## config.mk

```make
export PLATFORM = sky130hd
export DESIGN_NAME = ncl_adder_arbiter
export DESIGN_NICKNAME = d
export VERILOG_FILES = /design/src/rtl/ncl_ctrl_pkg.sv /design/src/rtl/ncl_comp_sync.sv /design/src/rtl/ncl_adder_arbiter.sv
export SDC_FILE = /design/constraint.sdc
export NUM_CORES = 1
export LEC_CHECK = 0
export CAP_MARGIN = 20
export CORE_ASPECT_RATIO = 1.25
export CORE_MARGIN = 4
export CORE_UTILIZATION = 40
export CTS_BUF_LIST = sky130_fd_sc_hd__clkbuf_16
export CTS_CLUSTER_DIAMETER = 120
export DETAILED_ROUTE_END_ITERATION = 7
export GPL_TIMING_DRIVEN = 0
export HOLD_SLACK_MARGIN = 0.08
export PLACE_DENSITY = 0.75
export SLEW_MARGIN = 0
export SYNTH_ARGS = -nofsm -noshare
export SYNTH_HDL_FRONTEND = slang
export SYNTH_SLANG_ARGS = --single-unit
```

## constraint.sdc

```tcl
create_clock -name clk -period 2.7 [get_ports clk]
set_input_delay 0.54 -clock clk [delete_from_list [all_inputs] [get_ports clk]]
set_output_delay 0.54 -clock clk [all_outputs]
set_load 0.005 [all_outputs]
```

## src/rtl/ncl_ctrl_pkg.sv

```systemverilog
// Shared types and dual-rail helpers for the clocked NCL adder front-end.
// Pair encoding per bit: {rail1, rail0}; 01 = DATA0, 10 = DATA1, 00 = NULL.
package ncl_ctrl_pkg;

  localparam int NCL_W = 32;

  typedef enum logic [2:0] {
    ST_IDLE,
    ST_DRIVE,
    ST_WAIT_DATA,
    ST_NULLING,
    ST_WAIT_NULL,
    ST_RESP,
    ST_FAULT
  } state_t;

  localparam logic [1:0] DR_NULL = 2'b00;
  localparam logic [1:0] DR_0    = 2'b01;
  localparam logic [1:0] DR_1    = 2'b10;

  function automatic logic [2*NCL_W-1:0] dr_encode(input logic [NCL_W-1:0] bin);
    logic [2*NCL_W-1:0] dr;
    dr = '0;
    for (int i = 0; i < NCL_W; i++) begin
      dr[2*i +: 2] = bin[i] ? DR_1 : DR_0;
    end
    return dr;
  endfunction

  // Returns {err, value}; an illegal pair (00 or 11) flags err and decodes to 0.
  function automatic logic [NCL_W:0] dr_decode(input logic [2*NCL_W-1:0] dr);
    logic [NCL_W-1:0] bin;
    logic             err;
    bin = '0;
    err = 1'b0;
    for (int i = 0; i < NCL_W; i++) begin
      case (dr[2*i +: 2])
        DR_1:    bin[i] = 1'b1;
        DR_0:    bin[i] = 1'b0;
        default: err    = 1'b1;
      endcase
    end
    return {err, bin};
  endfunction

endpackage

```

## src/rtl/ncl_comp_sync.sv

```systemverilog
// Multi-flop synchronizer bringing the adder's asynchronous completion into clk.
module ncl_comp_sync #(
  parameter int SYNC_STAGES = 2
) (
  input  logic clk,
  input  logic init,
  input  logic comp_async,
  output logic comp_sync
);

  logic [SYNC_STAGES-1:0] chain_reg;

  always_ff @(posedge clk) begin
    if (init) begin
      chain_reg <= '0;
    end else begin
      chain_reg <= {chain_reg[SYNC_STAGES-2:0], comp_async};
    end
  end

  assign comp_sync = chain_reg[SYNC_STAGES-1];

endmodule

```

## src/rtl/ncl_adder_arbiter.sv

```systemverilog
// Round-robin clocked front-end sharing one dual-rail NCL adder between two requesters.
// W must match NCL_W in ncl_ctrl_pkg, which sizes the encode/decode helpers.
module ncl_adder_arbiter
  import ncl_ctrl_pkg::*;
#(
  parameter int W           = NCL_W,
  parameter int SYNC_STAGES = 2,
  parameter int TIMEOUT     = 1024
) (
  input  logic           clk,
  input  logic           init,
  input  logic           req0,
  input  logic           req1,
  input  logic [W-1:0]   a0,
  input  logic [W-1:0]   b0,
  input  logic [W-1:0]   a1,
  input  logic [W-1:0]   b1,
  output logic           ack0,
  output logic           ack1,
  output logic           rsp_valid,
  output logic           rsp_id,
  output logic [W-1:0]   rsp_sum,
  output logic           rsp_cout,
  output logic           rsp_err,
  output logic           busy,
  output logic           fault,
  output logic [2*W-1:0] ncl_a,
  output logic [2*W-1:0] ncl_b,
  output logic [1:0]     ncl_cin,
  input  logic [2*W-1:0] ncl_sum,
  input  logic [1:0]     ncl_cout,
  input  logic           ncl_comp
);

  localparam int CW = $clog2(TIMEOUT + 1);

  state_t           state_reg, state_next;
  logic             ptr_reg;
  logic             id_reg;
  logic [W-1:0]     op_a_reg, op_b_reg;
  logic [W-1:0]     sum_reg;
  logic             cout_reg, err_reg;
  logic [CW-1:0]    cnt_reg;
  logic [2*W-1:0]   ncl_a_reg, ncl_b_reg;
  logic [1:0]       ncl_cin_reg;
  logic             rsp_valid_reg, ack0_reg, ack1_reg;

  logic             comp_sync;
  logic             grant_id;
  logic             timeout_hit;
  logic             waiting;
  logic [2*W-1:0]   enc_a, enc_b;
  logic [W:0]       dec_word;
  logic             dec_err;
  logic             dec_cout;

  ncl_comp_sync #(.SYNC_STAGES(SYNC_STAGES)) u_comp_sync (
    .clk        (clk),
    .init       (init),
    .comp_async (ncl_comp),
    .comp_sync  (comp_sync)
  );

  // ptr_reg names the requester favoured when both are pending.
  assign grant_id    = (req0 && req1) ? ptr_reg : req1;
  assign waiting     = (state_reg == ST_WAIT_DATA) || (state_reg == ST_WAIT_NULL);
  assign timeout_hit = (cnt_reg == CW'(TIMEOUT - 1));

  assign enc_a    = dr_encode(op_a_reg);
  assign enc_b    = dr_encode(op_b_reg);
  assign dec_word = dr_decode(ncl_sum);
  assign dec_cout = (ncl_cout == DR_1);
  assign dec_err  = dec_word[W] || ((ncl_cout != DR_0) && (ncl_cout != DR_1));

  always_comb begin
    state_next = state_reg;
    case (state_reg)
      ST_IDLE:      if (req0 || req1) state_next = ST_DRIVE;
      ST_DRIVE:     state_next = ST_WAIT_DATA;
      ST_WAIT_DATA: if (comp_sync || timeout_hit) state_next = ST_NULLING;
      ST_NULLING:   state_next = ST_WAIT_NULL;
      ST_WAIT_NULL: begin
        if (!comp_sync)       state_next = ST_RESP;
        else if (timeout_hit) state_next = ST_FAULT;
      end
      ST_RESP:      state_next = ST_IDLE;
      ST_FAULT:     state_next = ST_FAULT;
      default:      state_next = ST_IDLE;
    endcase
  end

  always_ff @(posedge clk) begin
    if (init) begin
      state_reg     <= ST_IDLE;
      ptr_reg       <= 1'b0;
      id_reg        <= 1'b0;
      op_a_reg      <= '0;
      op_b_reg      <= '0;
      sum_reg       <= '0;
      cout_reg      <= 1'b0;
      err_reg       <= 1'b0;
      cnt_reg       <= '0;
      ncl_a_reg     <= '0;
      ncl_b_reg     <= '0;
      ncl_cin_reg   <= DR_NULL;
      rsp_valid_reg <= 1'b0;
      ack0_reg      <= 1'b0;
      ack1_reg      <= 1'b0;
    end else begin
      state_reg     <= state_next;
      rsp_valid_reg <= (state_reg == ST_RESP);
      ack0_reg      <= (state_reg == ST_RESP) && !id_reg;
      ack1_reg      <= (state_reg == ST_RESP) && id_reg;

      // DATA launches one edge after DRIVE and is held for all of WAIT_DATA,
      // so every rail moves only NULL->DATA or DATA->NULL.
      if (state_reg == ST_WAIT_DATA) begin
        ncl_a_reg   <= enc_a;
        ncl_b_reg   <= enc_b;
        ncl_cin_reg <= DR_0;
      end else begin
        ncl_a_reg   <= '0;
        ncl_b_reg   <= '0;
        ncl_cin_reg <= DR_NULL;
      end

      if (state_next != state_reg) begin
        cnt_reg <= '0;
      end else if (waiting) begin
        cnt_reg <= cnt_reg + CW'(1);
      end

      case (state_reg)
        ST_IDLE: begin
          if (req0 || req1) begin
            id_reg   <= grant_id;
            op_a_reg <= grant_id ? a1 : a0;
            op_b_reg <= grant_id ? b1 : b0;
          end
        end
        ST_WAIT_DATA: begin
          if (comp_sync) begin
            sum_reg  <= dec_word[W-1:0];
            cout_reg <= dec_cout;
            err_reg  <= dec_err;
          end else if (timeout_hit) begin
            sum_reg  <= '0;
            cout_reg <= 1'b0;
            err_reg  <= 1'b1;
          end
        end
        ST_RESP: ptr_reg <= !id_reg;
        default: ;
      endcase
    end
  end

  assign ack0      = ack0_reg;
  assign ack1      = ack1_reg;
  assign rsp_valid = rsp_valid_reg;
  assign rsp_id    = rsp_valid_reg & id_reg;
  assign rsp_sum   = rsp_valid_reg ? sum_reg : '0;
  assign rsp_cout  = rsp_valid_reg & cout_reg;
  assign rsp_err   = rsp_valid_reg & err_reg;
  assign busy      = (state_reg != ST_IDLE);
  assign fault     = (state_reg == ST_FAULT);
  assign ncl_a     = ncl_a_reg;
  assign ncl_b     = ncl_b_reg;
  assign ncl_cin   = ncl_cin_reg;

endmodule

```

==> results of run 1 <==
[Yosys cell counts (2+ instances only)]
cell and number:
nor3_1 10, buf_2 21, nor4_2 2, nand3_1 4, nand2_1 6, nor4_1 9, mux2i_1 64, dfxtp_1 248
a22o_1 33, a211oi_1 21, nand3b_1 3, nor2_1 149, nor2b_1 3, a21oi_1 4, buf_4 10, inv_1 38
o31ai_1 3, and2_1 99, buf_1 6, clkbuf_1 21, nand2b_1 2, a211oi_2 44, ha_1 34, xnor2_1 11
nand4_1 3
[report_power, final]
group	leakage (µW)	internal [µW]	switching, µW	total [µW]
logic	0.00346	724	657	1380
clock network	0.000389	1860	1370	3230
registers	0.00202	3910	135	4040
[path summary, 6_finish.rpt]
kind         depth (start not counted)  slack, ns          from         end
min reg2reg                          1       0.43  op_a_reg[30]   ncl_a[60]
max reg2reg                          6       0.72  state_reg[0]   ncl_b[41]
min                                  1       0.43  op_a_reg[30]   ncl_a[60]
max                                  3       0.08     rsp_valid  rsp_sum[2]
[area by class of cell]
type                       count  share of cell area
timing repair buffer         366               0.263
clock buffer                  25              0.0449
buffer                        59              0.0213
sequential                   248               0.356
tap                          283              0.0254
clock inverter                18             0.00933
multi-input combinational    521               0.270
inverter                      38              0.0102
[per-stage QoR]
stage	std cells	area [µm²]
6_report	1558	13900
5_1_grt	1558	13900
4_1_cts	1558	13900
3_5_place_dp	1515	13200
3_3_place_gp	1515	13200
2_1_floorplan	866	9170
[logic make-up after synthesis]
family / synth area share
compound gates: 0.118
xor+xnor: 0.0105
fa+ha+maj: 0.0464
buf+inv: 0.0475
flops: 0.541
mux: 0.0711
other cells: 0.000409
simple gates: 0.165
[what timing repair did]
item                                    in CTS  in global routing
gates resized for setup                      2                  2
hold buffers                                 0                  0
endpoints found under the setup margin       2                  4
[worst register-to-register path: cells and delay by family, from the launching register on]
family        cells  cell delay, ns
buf+inv           3            0.87
simple gates      3            0.68
flops             1            0.37
[metal layers]
layer / up-vias / part of all wire / track usage
met3: 56 / 0.10 / 0.0724
met5: - / 0 / 0
li1: 3702 / - / -
met1: 3442 / 0.36 / 0.219
met2: 298 / 0.51 / 0.399
met4: 0 / 0.032 / 0.0722
==> impl_metrics.toml, run 1 <==
[setup_path]
start_kind = "flop"
criticalPathCategory = "reg2out"
crit_arrival_ns = 2.08
crit_slowest_cell = "clkdlybuf4s50_1"
worstPathMaxFanout = 10
crit_buf_inv = 2
slowest_delay_ns = 0.53
crit_family = "buffers and inverters"
end_kind = "output port"
cp.required_ns = 2.16
crit_chain = "clkbuf_2 -> and2_1 -> clkdlybuf4s50_1"

[place]
hpwl_mm = 22.4
pre_cts_ws_ns = 0.109
gp_congestion = 0.851
port_buffers = 366

[logic_synthesis]
syn_area_per_cell_um2 = 10.6
ys_async_sr_fraction = 0
synth_top_area_cell = "dfxtp_1"
yosys_warnings = 0
synthDistinctLibCells = 43
synth_nets = 1099
netlist.area_leader.share = 0.541
synth_edf_count = 0
ys.flop_type = "dfxtp_1"
synth_seq_cells = 248
synth.top_cells.by_area = "dfxtp_1, mux2i_1, and2_1"
yosysSeqAreaShare = 0.541
synthCells = 866
syn_area_um2 = 9170

[timing]
finalHoldViolations = 0
fin_ws_ns = 0.0821
fin_skew_ns = 0.0188
rsz0062_at_grt = "false"
post-route-period-util = 0.970
drv_slew = 0
worstMarginPinSlew_ns = 0.740
finalWorstPathRequiredPeriod_ns = 2.62
fmax_mhz = 382
finalSetupViolCount = 0
holdWs_ns = 0.426
relSlewSlack = 0.507
tns_ns = 0

[finish]
final_common_cell = "clkdlybuf4s50_1"
n_fill_cell = 1885
syn_to_final_growth_pct = 52.1
multi_input_area_um2 = 3770
drive_above_1_share = 0.0925
finalNetCount = 1492
seq_area_um2 = 4960
antenna_cells = 0
final_cell_mix = "clkdlybuf4s50_1, dfxtp_1, nor2_1"
fin_util = 0.622

[power]
p_leak_uw = 0.00587
finalPower_uw = 8650
power.density_nw_per_um2 = 620
vdd_drop_max_uv = 479

[clock_tree]
htree_levels = 1
clkTransAtPathRegs_ns = 0.06
insertion_delay_ns = 0.52
cts_root_buf = "clkbuf_16"
post_cts_buffers = 0
cts_tree = "done"
cts_inserted_buffers = 25
clock_path_buffers = 3
clock_sinks = 248

[route]
routed_wl_mm = 28.8
ant_nets = 0
post_drt_wl_per_cell_um = 18.5
drc = 0
viasPerCell = 4.81
routed-via-count = 7498
dr.pass1.iters = 4
drt_first_iter_violations = 242

[die]
die_y_um = 177
die_width_um = 143
fp-row-count = 61
start_util = 0.409
ioPinCount = 369
die_area_um2 = 25400
core_area_um2 = 22400

[flow_run]
cap_violations = 0

[global_routing]
gr-total-overflow = 0
grt_pass1_vias = 7702
antenna_found_initial = 0
grt_max_degree = 14
grt_pass1_wl_mm = 42.0
grt_usage = 0.213

[status]
outcome = "finished clean"

[hold_path]
holdCritPathClass = "reg2reg"
Note: power is estimated with default switching activity, not from simulation.
==> run 2, diff against run 1 <==
--- a/config.mk
+++ b/config.mk
@@ -5,6 +5,7 @@
 export SDC_FILE = /design/constraint.sdc
 export NUM_CORES = 1
 export LEC_CHECK = 0
+export ABC_AREA = 1
 export CAP_MARGIN = 20
 export CORE_ASPECT_RATIO = 1.25
 export CORE_MARGIN = 4
==> impl_metrics.toml, run 2 <==
[timing]
tns_ns = 0
fmax_mhz = 407
fin_skew_ns = 0.00608
worstMarginPinSlew_ns = 0.586
relSlewSlack = 0.609
post-route-period-util = 0.910
finalHoldViolations = 0
drv_slew = 0
finalSetupViolCount = 0
rsz0062_at_grt = "false"
finalWorstPathRequiredPeriod_ns = 2.46
fin_ws_ns = 0.244

[setup_path]
criticalPathCategory = "reg2out"
cp.required_ns = 2.16
worstPathMaxFanout = 10
r2r_cells = 6
crit_arrival_ns = 1.92
end_kind = "output port"
start_kind = "flop"

[logic_synthesis]
synth_edf_count = 0
synthDistinctLibCells = 31
syn_area_um2 = 9270
ys_async_sr_fraction = 0
synth.top_cells.by_area = "dfxtp_1, a21oi_1, nand2_1"
yosysMostFrequentCell = "dfxtp_1"
yosysSeqAreaShare = 0.535
synth_top_area_cell = "dfxtp_1"
synthCells = 1149
yosys_warnings = 0
ys_top_cells_by_count = "dfxtp_1, nand2_1, nor2_1"
synth_nets = 1382
ys.flop_type = "dfxtp_1"
synth_seq_cells = 248
netlist.area_leader.share = 0.535
syn_area_per_cell_um2 = 8.07

[global_routing]
antenna_found_initial = 0
grt_usage = 0.214
grt_pass1_vias = 8443
gr-total-overflow = 0
grt_pass1_wl_mm = 43.3
grt_max_degree = 16

[finish]
fin_util = 0.615
finalNetCount = 1774
final_cell_mix = "clkdlybuf4s50_1, dfxtp_1, nand2_1"
design_area_um2 = 14100
syn_to_final_growth_pct = 51.7
drive_above_1_share = 0.0706
final_common_cell = "clkdlybuf4s50_1"

[power]
vdd_drop_max_uv = 371
p_leak_uw = 0.00597
power.density_nw_per_um2 = 626
finalPower_uw = 8800

[hold_path]
holdPathStages = 2
holdCritPathClass = "reg2reg"

[clock_tree]
cts_tree = "done"
post_cts_buffers = 0
clkTransAtPathRegs_ns = 0.06
cts_inserted_buffers = 25
htree_levels = 1
ctsResizeCount = 3
clock_sinks = 248
clock_path_buffers = 3
insertion_delay_ns = 0.53
cts_root_buf = "clkbuf_16"
postCtsHoldBufs = 0

[route]
routed-via-count = 8549
drc = 0
viasPerCell = 4.62
routed_wl_mm = 29.4
dr.pass1.iters = 5
post_drt_wl_per_cell_um = 15.9
ant_nets = 0
drt_first_iter_violations = 317

[die]
fp-row-count = 62
ioPinCount = 369
die_width_um = 144
core_area_um2 = 22900
die_area_um2 = 25700
die_y_um = 178
start_util = 0.405

[status]
outcome = "finished clean"

[place]
dpl_cell_area_um2 = 13300
port_buffers = 366
pre_cts_ws_ns = 0.139
hpwl_mm = 22.6
gp_congestion = 0.851

[flow_run]
cap_violations = 0
run 2: critical path, cell delays in order, from the launching register on:
cell and delay (ns):
dfxtp_2 0.44, clkbuf_2 0.27, nand2_1 0.12, inv_1 0.06, clkdlybuf4s50_1 0.50
run 2: routing by layer:
metal  global-route usage  vias up  wire, µm
met3               0.0649       60      2830
li1                     -     4343         -
met1                0.223     3811     10900
met5                    0        -         0
met4               0.0700        0       835
met2                0.403      335     14900
run 2: cells by family (layout without fill, tap and decap cells):
logic type | Yosys count | in the layout | synth area share
fa+ha+maj | 34 | 34 | 0.0459
compound gates | 235 | 235 | 0.130
other cells | 1 | 4 | 0.000404
flops | 248 | 248 | 0.535
buf+inv | 226 | 635 | 0.110
simple gates | 397 | 397 | 0.170
xor+xnor | 8 | 8 | 0.00756
run 2: final cells by class:
type                       count  area [µm²]
antenna                        3        7.51
buffer                        65         423
clock buffer                  25         626
clock inverter                19         140
fill                        2010        8810
inverter                     160         601
multi-input combinational    675        3280
sequential                   248        4970
tap                          288         360
timing repair buffer         366        3660
run 2: per-stage QoR:
stage          hold WS (ns)  instances
2_1_floorplan         0.388       1149
3_3_place_gp          0.394       1803
3_5_place_dp          0.406       1803
4_1_cts               0.417       1846
5_1_grt               0.444       1846
6_report              0.413       1849
run 2: worst paths after layout:
kind | start | slack, ns | endpoint
setup / recovery | rsp_valid | 0.24 | rsp_sum[25]
hold / removal | u_comp_sync.chain_reg[0] | 0.41 | u_comp_sync.chain_reg[1]
setup reg to reg | ptr_reg | 0.97 | op_b_reg[28]
hold reg to reg | u_comp_sync.chain_reg[0] | 0.41 | u_comp_sync.chain_reg[1]
run 2: report_power, final:
group | internal, µW | switching, µW
clock network | 1800 | 1460
registers | 3940 | 165
logic | 734 | 711
total | 6470 | 2330
==> run 3, diff against run 2 <==
--- a/config.mk
+++ b/config.mk
@@ -16,7 +16,7 @@
 export GPL_TIMING_DRIVEN = 0
 export HOLD_SLACK_MARGIN = 0.08
 export PLACE_DENSITY = 0.75
-export SLEW_MARGIN = 0
+export SLEW_MARGIN = 10
 export SYNTH_ARGS = -nofsm -noshare
 export SYNTH_HDL_FRONTEND = slang
 export SYNTH_SLANG_ARGS = --single-unit
==> results of run 3 <==
Same layout as run 2: the final DEF is identical, and so are final timing and power.
